## config.mk

```make
export PLATFORM = sky130hd
export DESIGN_NAME = if_fetch_stage_flat
export DESIGN_NICKNAME = d
export VERILOG_FILES = /design/src/rtl/if_fetch_stage_pkg.sv /design/src/rtl/if_fetch_stage_if.sv /design/src/rtl/if_fetch_stage_pc_adder.sv /design/src/rtl/if_fetch_stage.sv /design/src/flat_wrapper.sv
export SDC_FILE = /design/constraint.sdc
export NUM_CORES = 1
export LEC_CHECK = 0
export ABC_AREA = 1
export CAP_MARGIN = 20
export CORE_ASPECT_RATIO = 0.9
export CORE_UTILIZATION = 25
export DETAILED_ROUTE_END_ITERATION = 10
export PLACE_DENSITY = 0.45
export SLEW_MARGIN = 20
export SYNTH_ARGS = -nofsm -noshare
export SYNTH_HDL_FRONTEND = slang
export SYNTH_HIERARCHICAL = 1
export SYNTH_SLANG_ARGS = --single-unit
```

## constraint.sdc

```tcl
create_clock -name clk -period 6.1 [get_ports clk]
set_clock_uncertainty 0.15 [all_clocks]
set_input_delay 0.915 -clock clk [delete_from_list [all_inputs] [get_ports clk]]
set_output_delay 0.915 -clock clk [all_outputs]
set_load 0.02 [all_outputs]
```

## src/rtl/if_fetch_stage_pkg.sv

```systemverilog
// Shared types and defaults for the instruction-fetch stage.
package if_pkg;

  typedef enum logic [1:0] {
    IDLE  = 2'd0,
    FETCH = 2'd1,
    HOLD  = 2'd2,
    DRAIN = 2'd3
  } state_e;

  localparam logic [31:0] NOP_INSTR    = 32'b0;
  localparam logic [31:0] DEF_RESET_PC = 32'h0000_0000;
  localparam int unsigned DEF_PC_STEP  = 4;

endpackage

```

## src/rtl/if_fetch_stage_if.sv

```systemverilog
// Instruction-memory handshake: one request outstanding, address held until ready.
interface if_fetch_stage_if;
  logic        imem_req;
  logic [31:0] imem_addr;
  logic        imem_ready;
  logic [31:0] imem_rdata;

  modport master (
    output imem_req,
    output imem_addr,
    input  imem_ready,
    input  imem_rdata
  );

  modport slave (
    input  imem_req,
    input  imem_addr,
    output imem_ready,
    output imem_rdata
  );
endinterface

```

## src/rtl/if_fetch_stage_pc_adder.sv

```systemverilog
// Sequential-PC adder; wraps modulo 2^32.
module pc_adder
  import if_pkg::*;
#(
  parameter int unsigned PC_STEP = DEF_PC_STEP
) (
  input  logic [31:0] i_pc,
  output logic [31:0] o_sum
);

  assign o_sum = i_pc + PC_STEP[31:0];

endmodule

```

## src/rtl/if_fetch_stage.sv

```systemverilog
// Instruction-fetch stage: owns the PC, fetches over a variable-latency
// handshake, handles EXE redirects and holds a fetched word across freezes.
module if_fetch_stage
  import if_pkg::*;
#(
  parameter logic [31:0] RESET_PC = DEF_RESET_PC,
  parameter int unsigned PC_STEP  = DEF_PC_STEP
) (
  input  logic               clk,
  input  logic               rst,
  input  logic               freeze,
  input  logic               Branch_taken,
  input  logic [31:0]        BranchAddr,
  if_fetch_stage_if.master   imem,
  output logic [31:0]        PC,
  output logic [31:0]        Instruction
);

  localparam logic [1:0] S_IDLE  = IDLE;
  localparam logic [1:0] S_FETCH = FETCH;
  localparam logic [1:0] S_HOLD  = HOLD;
  localparam logic [1:0] S_DRAIN = DRAIN;

  logic [1:0]  r_state;
  logic [1:0]  w_state_nxt;
  logic [31:0] r_pc_reg;
  logic [31:0] w_pc_nxt;
  logic [31:0] r_redirect_pc;
  logic [31:0] w_redirect_nxt;
  logic [31:0] r_hold_instr;
  logic [31:0] w_hold_nxt;
  logic [31:0] w_pc_inc;
  logic [31:0] w_branch_addr;

  // Redirect targets are always word aligned.
  assign w_branch_addr  = BranchAddr & ~32'h3;
  assign imem.imem_addr = r_pc_reg;

  pc_adder #(.PC_STEP(PC_STEP)) u_pc_adder (
    .i_pc  (r_pc_reg),
    .o_sum (w_pc_inc)
  );

  // Next-state, next-PC and presented-output decode; redirect beats a response.
  always_comb begin
    w_state_nxt    = r_state;
    w_pc_nxt       = r_pc_reg;
    w_redirect_nxt = r_redirect_pc;
    w_hold_nxt     = r_hold_instr;
    imem.imem_req  = 1'b0;
    PC             = 32'b0;
    Instruction    = NOP_INSTR;
    case (r_state)
      S_IDLE: begin
        w_state_nxt = S_FETCH;
      end
      S_FETCH: begin
        imem.imem_req = 1'b1;
        if (Branch_taken) begin
          if (imem.imem_ready) begin
            w_pc_nxt = w_branch_addr;
          end else begin
            // Request is still in flight: keep its address and drain it first.
            w_redirect_nxt = w_branch_addr;
            w_state_nxt    = S_DRAIN;
          end
        end else if (imem.imem_ready) begin
          Instruction = imem.imem_rdata;
          PC          = w_pc_inc;
          w_pc_nxt    = w_pc_inc;
          if (freeze) begin
            w_hold_nxt  = imem.imem_rdata;
            w_state_nxt = S_HOLD;
          end
        end
      end
      S_HOLD: begin
        if (Branch_taken) begin
          w_pc_nxt    = w_branch_addr;
          w_state_nxt = S_FETCH;
        end else begin
          Instruction = r_hold_instr;
          PC          = r_pc_reg;
          if (!freeze) begin
            w_state_nxt = S_FETCH;
          end
        end
      end
      S_DRAIN: begin
        imem.imem_req = 1'b1;
        if (Branch_taken) begin
          w_redirect_nxt = w_branch_addr;
        end
        if (imem.imem_ready) begin
          w_pc_nxt    = Branch_taken ? w_branch_addr : r_redirect_pc;
          w_state_nxt = S_FETCH;
        end
      end
      default: begin
        w_state_nxt = S_IDLE;
      end
    endcase
  end

  // State and PC registers; reset withdraws any outstanding request at once.
  always_ff @(posedge clk or posedge rst) begin
    if (rst) begin
      r_state       <= S_IDLE;
      r_pc_reg      <= RESET_PC;
      r_redirect_pc <= 32'b0;
      r_hold_instr  <= 32'b0;
    end else begin
      r_state       <= w_state_nxt;
      r_pc_reg      <= w_pc_nxt;
      r_redirect_pc <= w_redirect_nxt;
      r_hold_instr  <= w_hold_nxt;
    end
  end

endmodule

```

## src/flat_wrapper.sv

```systemverilog
// flat-port wrapper written by rule: the top's interface ports become plain ports
module if_fetch_stage_flat import if_pkg::*;
#(
  parameter logic [31:0] RESET_PC = DEF_RESET_PC,
  parameter int unsigned PC_STEP  = DEF_PC_STEP
)
  (clk, rst, freeze, Branch_taken, BranchAddr, PC, Instruction, imem_imem_req, imem_imem_addr, imem_imem_ready, imem_imem_rdata);
  if_fetch_stage_if imem_i ();
  input  logic clk;
  input  logic rst;
  input  logic freeze;
  input  logic Branch_taken;
  input  logic [31:0] BranchAddr;
  output logic [31:0] PC;
  output logic [31:0] Instruction;
  output wire logic [$bits(imem_i.imem_req)-1:0] imem_imem_req;
  output wire logic [$bits(imem_i.imem_addr)-1:0] imem_imem_addr;
  input wire logic [$bits(imem_i.imem_ready)-1:0] imem_imem_ready;
  input wire logic [$bits(imem_i.imem_rdata)-1:0] imem_imem_rdata;
  assign imem_imem_req = imem_i.imem_req;
  assign imem_imem_addr = imem_i.imem_addr;
  assign imem_i.imem_ready = imem_imem_ready;
  assign imem_i.imem_rdata = imem_imem_rdata;
  if_fetch_stage #(.RESET_PC(RESET_PC), .PC_STEP(PC_STEP)) u_core (.clk(clk), .rst(rst), .freeze(freeze), .Branch_taken(Branch_taken), .BranchAddr(BranchAddr), .imem(imem_i), .PC(PC), .Instruction(Instruction));
endmodule
```

==> results of run 1 <==
cells in the mapped netlist (all sizes together):
cell,n
o21ai,98
nand2,655
and2,2
ha,6
xor2,10
inv,93
nand3,77
nor2,46
clkbuf,30
a21oi,65
dfrtp,98
nand3b,7
buf,42
xnor2,5
cell families after synthesis:
kind of cell / after synthesis / synth area share
xor gates and xnor gates: 15 / 0.0188
adders and majority gates: 6 / 0.0101
and+or+nand+nor: 787 / 0.436
buffers and inverters: 165 / 0.0936
AOI/OAI and AO/OA: 163 / 0.111
DFF: 98 / 0.331
power by group through the flow:
stage / Clock (µW) / Sequential (µW) / Combinational (µW)
floorplan: 0 / 1240 / 1420
global placement: 0 / 1240 / 2330
detailed placement: 0 / 1240 / 2340
CTS: 576 / 1230 / 2350
global route: 595 / 1280 / 2600
finish: 551 / 1230 / 2330
sequential cells by signal (all words and copies together), names as in the netlist:
register	flops
u_core/imem.imem_addr	32
u_core/r_hold_instr	32
u_core/r_redirect_pc	32
u_core/r_state	2
per-stage QoR:
step,util,setup slack [ns],hold slack [ns]
2_1_floorplan,-,2.47,0.302
3_3_place_gp,0.321,1.57,0.316
3_5_place_dp,0.322,1.59,0.325
4_1_cts,0.331,1.55,0.343
5_1_grt,0.331,1.41,0.357
6_report,0.331,1.63,0.339
metal layers:
metal / vias to the layer above / share of wire / GRT usage
met5: - / 0 / 0
met4: 0 / 0.0081 / 0.0337
met3: 16 / 0.049 / 0.0241
met2: 207 / 0.44 / 0.285
met1: 3624 / 0.50 / 0.277
li1: 4059 / - / -
layout make-up:
type / count / area, µm² / share of cell area
repair buffers: 174 / 1760 / 0.183
well taps: 396 / 495 / 0.0516
clock buffers: 9 / 225 / 0.0235
inverters: 93 / 352 / 0.0366
clock inverters: 6 / 42.5 / 0.00443
flip-flops and latches: 98 / 2450 / 0.255
multi-input cells: 971 / 4270 / 0.445
worst max-delay path: stages, from the launching register on:
cell             delay (ns)
dfrtp_1                0.44
inv_1                  0.09
ha_2                   0.73
nand2_2                0.20
inv_2                  0.34
buf_12                 0.28
nand2_1                0.08
a21oi_1                0.18
clkdlybuf4s50_1        0.67
layout by cell type, fill, tap and decap left out, types with 2 or more instances in the layout:
cell type,count
ha_2,2
dfrtp_1,98
o21ai_1,15
clkinvlp_4,2
nand2_1,648
nand3b_1,7
nand2_4,3
buf_4,8
o21ai_0,83
buf_12,2
nand2_2,4
xor2_1,9
and2_1,2
nor2_4,6
nand3_1,75
a21oi_1,64
xnor2_1,5
ha_1,4
nor2_1,30
clkdlybuf4s50_1,163
nor2_2,7
nor2_8,3
clkinv_2,2
inv_1,88
nand3_2,2
inv_2,4
clkbuf_16,9
worst max path at each step:
stage | from | end | slack [ns]
CTS | u_core/r_state[0] | PC[22] | 1.55
global placement | Branch_taken | PC[22] | 1.57
floorplan | rst | u_core/imem.imem_addr[0] | 2.47
global route | u_core/r_state[0] | PC[30] | 1.41
detailed placement | Branch_taken | PC[22] | 1.59
finish | u_core/r_state[0] | PC[22] | 1.63
==> metrics.md, run 1 <==
| Metric | Value |
|---|---|
| Area leader, netlist | dfrtp_1 |
| Top-area cell type share of the netlist area | 0.331 |
| Finished Layout Cells | around 1700 |
| Post-route cell area | between 9000 and 10000 µm² |
| Crit end category | output pin |
| Largest net degree at the start of global routing | 92 |
| Yosys warnings | 6 |
| Total power after layout | 4110 µW |
| Clock root cell | clkbuf_16 |
| WP data required | 5.03 ns |
| P_int | a little under 2000 µW |
| # setup viols final | 0 |
| Worst hold path class | reg -> reg |
| Register-to-Register Setup Slack | approximately 2.3 ns |
| DP Area | around 9300 µm² |
| Slew Viols, Final | 0 |
| DRC viols | 0 |
| Nets | around 1400 |
| RSZ-0062 raised after global routing | no |
| Post-CTS setup buffers | 0 |
| Net Switching | between 2000 and 2500 µW |
| Post-CTS Resized | 0 |
| Status | finished, final reports clean |
| Switching Fraction | 0.520 |
| Critical path arrival | around 3.4 ns |
| Initial antenna violation count | 0 |
| Gp weighted congestion | 0.784 |
| Post-Synthesis Cell Area | ~7400 µm² |
| Syn nets | ~1300 |
| Hold path cells | 2 |
| CTS tree | built |
| Worst reg2reg path depth | 10 |
| Average size of a mapped cell | ~6 µm² |
| Hold Vio Cnt, Final | 0 |
| Worst Hold End | u_core/r_hold_instr[21] |
| Final ANT Viol Nets | 0 |
| Worst-Margin Slew | slightly above 0.9 ns |
| LEAKAGE | 0.00455 µW |
| Share of cells above drive strength 1 | 0.0444 |
| Max clock buf depth | 2 |
| Seq cells post-synth | 98 |
| Cell count after synthesis | 1234 |
| Final Cycle Share | 0.733 |
| DR iter-0 viols | between 500 and 600 |
| Diodes inserted | 0 |
| Die width | between 150 and 200 µm |
| Grt total ovfl | 0 |
| Synth top area cells | dfrtp_1 33%, nand2_1 33%, o21ai_0 5.6%, nand3_1 5.1%, inv_1 4.5% |
| Power share of the clock group | 0.134 |
| Critical R2R Launch | u_core/r_state[0] |
| Cell variety after synth | 26 |
| Seq/Total Area, Yosys | 0.331 |
| Pwr Density | 428 nW/µm² |
| Synth-to-Final Area Change | 29.7% |
| Comb power frac | 0.566 |
| Htree depth | 3 |
| Hold path startpoint | u_core/r_hold_instr[21] |
| WL/cell | 16.0 µm |
| CTS Buf Count | 9 |
| Fill count | 3235 |
| Hold_buf cts | 0 |
| Rel. slew slack | 0.395 |
| Final min period | around 4.5 ns |
| Detailed Route WL | between 20000 and 30000 µm |
| Sequential Power Share | 0.299 |
| Die Ht | between 150 and 200 µm |
| Skew-Pair Late Insertion Delay | 0.36 ns |
| Number of global-route vias before repair | approximately 7100 |
| Hpwl dp | ~19000 µm |
| Setup TNS | 0 ns |
| Maxcap violations | 0 |
| Via count | ~7900 |
| Crit Path Class | reg -> out |
| Row count | 59 |
| Placed insts | 1732 |
| Max Clk Rate | around 0.22 GHz |
| # IOs | between 150 and 200 |
| Full die area | a little over 30000 µm² |
| RR Endpoint | u_core/imem.imem_addr[26] |
| Total core area | between 20000 and 30000 µm² |
| DRT Pass-1 Iters | 5 |
| Initial core utilization | 0.255 |
| Worst-path fanout max | 48 |
| First-pass GRT wire length | between 40000 and 50000 µm |
| Port Buffers | roughly 160 |
| Crit path launch type | flop |
| Peak VDD IR | around 0.0003 V |
| Clock Sinks | 98 |
| Vias per cell | roughly 4.5 |
| GRT Total Usage | 0.186 |
| Clock Pin Slew Worst Setup and Hold Paths | approximately 0.07 ns |
(Power assumes the default switching activity.)
==> run 2, diff against run 1 <==
clock period = 4.65 ns   (was 6.1 ns; I/O delays follow)
==> run 2 against run 1 <==
Net effect: first-iteration DRC count shrank 7.7%; die area is the same; highest routed layer unchanged; sequential cell count is the same; sequential share of layout area shrank 0.22 points; combinational power grew 33%; hold slack gained 0.00085 ns; register-to-register slack lost 0.82 ns; critical path type is now in -> out; routed wire length grew 0.30%; via count is essentially flat.
==> metrics.md, run 2 (synthesis gave the netlist of run 1 again) <==
| Metric | Value |
|---|---|
| Initial antenna violation count | 0 |
| Full die area | ~30000 µm² |
| CTS Buf Count | 9 |
| Die Ht | between 150 and 200 µm |
| Detailed Route WL | 28000 µm |
| Critical path arrival | 3.06 ns |
| DRC viols | 0 |
| Htree depth | 3 |
| Worst hold path class | reg -> reg |
| Slew Viols, Final | 0 |
| Nets | ~1400 |
| Peak VDD IR | roughly 0.00034 V |
| Max Clk Rate | between 0.2 and 0.3 GHz |
| Grt total ovfl | 0 |
| Crit Path Class | in -> out |
| CTS tree | built |
| Comb power frac | 0.566 |
| # IOs | approximately 170 |
| Rel. slew slack | 0.389 |
| Maxcap violations | 0 |
| Max clock buf depth | 2 |
| Pwr Density | 567 nW/µm² |
| Hpwl dp | between 15000 and 20000 µm |
| First-pass GRT wire length | 43600 µm |
| Crit end category | output pin |
| Worst-path fanout max | 48 |
| Layout Utilization | 0.334 |
| Worst-Margin Slew | just over 0.9 ns |
| Total core area | roughly 29000 µm² |
| Share of cells above drive strength 1 | 0.0500 |
| Most frequent cells in the layout | 648 x nand2_1, 163 x clkdlybuf4s50_1, 98 x dfrtp_1, 88 x inv_1, 83 x o21ai_0 |
| Post-CTS setup buffers | 0 |
| Sequential Power Share | 0.294 |
| Post-place setup slack | just over 0.7 ns |
| Clock Pin Slew Worst Setup and Hold Paths | roughly 0.070 ns |
| Number of global-route vias before repair | ~7300 |
| Skew-Pair Late Insertion Delay | ~0.36 ns |
| Final min period | 3.91 ns |
| Row count | between 50 and 60 |
| Die width | 183 µm |
| Via count | 7900 |
| WL/cell | approximately 16 µm |
| Synth-to-Final Area Change | 30.8% |
| Clock root cell | clkbuf_16 |
| Port Buffers | roughly 160 |
| Gp weighted congestion | slightly below 0.8 |
| RSZ-0062 raised after global routing | no |
| P_int | about 2600 µW |
| Net Switching | between 2000 and 3000 µW |
| Commonest non-fill, non-tap cell in the layout | nand2_1 |
| Largest net degree at the start of global routing | 91 |
| Final Cycle Share | 0.841 |
| Initial core utilization | 0.255 |
| Hold_buf cts | 0 |
| GRT Total Usage | 0.187 |
| Vias per cell | 4.50 |
| # setup viols final | 0 |
| Setup TNS | 0 ns |
| Power share of the clock group | 0.141 |
| DRT Pass-1 Iters | 7 |
| Post-CTS Resized | 0 |
| Diodes inserted | 0 |
| Clock Sinks | 98 |
| LEAKAGE | around 0.0046 µW |
| Setup ws final | roughly 0.74 ns |
| WP data required | between 3 and 4 ns |
| Crit path launch type | primary input |
| Hold Vio Cnt, Final | 0 |
| Switching Fraction | 0.519 |
| Status | finished, final reports clean |
| DR iter-0 viols | 512 |
| Final ANT Viol Nets | 0 |
run 2: cell count changes in the layout (fill, tap and decap cells not counted), sizes merged:
cell,before,now
buf,11,18
inv,94,98
clkinvlp,2,0
clkinv,3,2
run 2: worst max-delay path, cell delays in order:
cell,delay [ns]
clkdlybuf4s50_1,0.57
inv_2,0.12
nand2_2,0.08
inv_2,0.31
buf_12,0.28
nand2_1,0.08
a21oi_1,0.20
clkdlybuf4s50_1,0.67
run 2: cell type report:
class                   count  area, µm²
clock buffers               9        225
clock inverters             7       67.6
fillers                  3209      19300
inverters                  93        352
multi-input cells         971       4270
flip-flops and latches     98       2450
well taps                 396        495
repair buffers            181       1820
run 2: power by group through the flow:
stage                     Clock, µW  Combinational, µW  Sequential [µW]
after floorplan                   0               1860             1620
after global placement            0               3110             1630
after detailed placement          0               3120             1630
after CTS                       798               3130             1610
after global routing            830               3470             1680
final                           772               3110             1610
run 2: final timing paths:
path,start,end,slack (ns),cells after the start
min,u_core/r_hold_instr[16],u_core/r_hold_instr[16],0.34,2
max in group asynchronous,rst,u_core/imem.imem_addr[9],2.77,3
min reg2reg,u_core/r_hold_instr[16],u_core/r_hold_instr[16],0.34,2
min in group asynchronous,rst,u_core/r_redirect_pc[20],0.74,2
max,Branch_taken,PC[22],0.74,8
max reg2reg,u_core/r_state[0],u_core/imem.imem_addr[30],1.46,11
run 2: per-stage QoR:
stage               std cells  hold WS (ns)  cell area (µm²)  total power, µW
floorplan                1234         0.302             7400             3480
global placement         1738         0.316             9370             4740
detailed placement       1739         0.325             9390             4750
CTS                      1755         0.343             9690             5540
global route             1755         0.361             9690             5980
finish                   1755         0.340             9690             5490
run 2: routing by layer:
metal  vias to the layer above  GRT usage  routed length [µm]
met3                        12     0.0248                1400
met4                         0     0.0295                 223
li1                       4076          -                   -
met5                         -          0                   0
met1                      3626      0.280               14200
met2                       186      0.287               12200
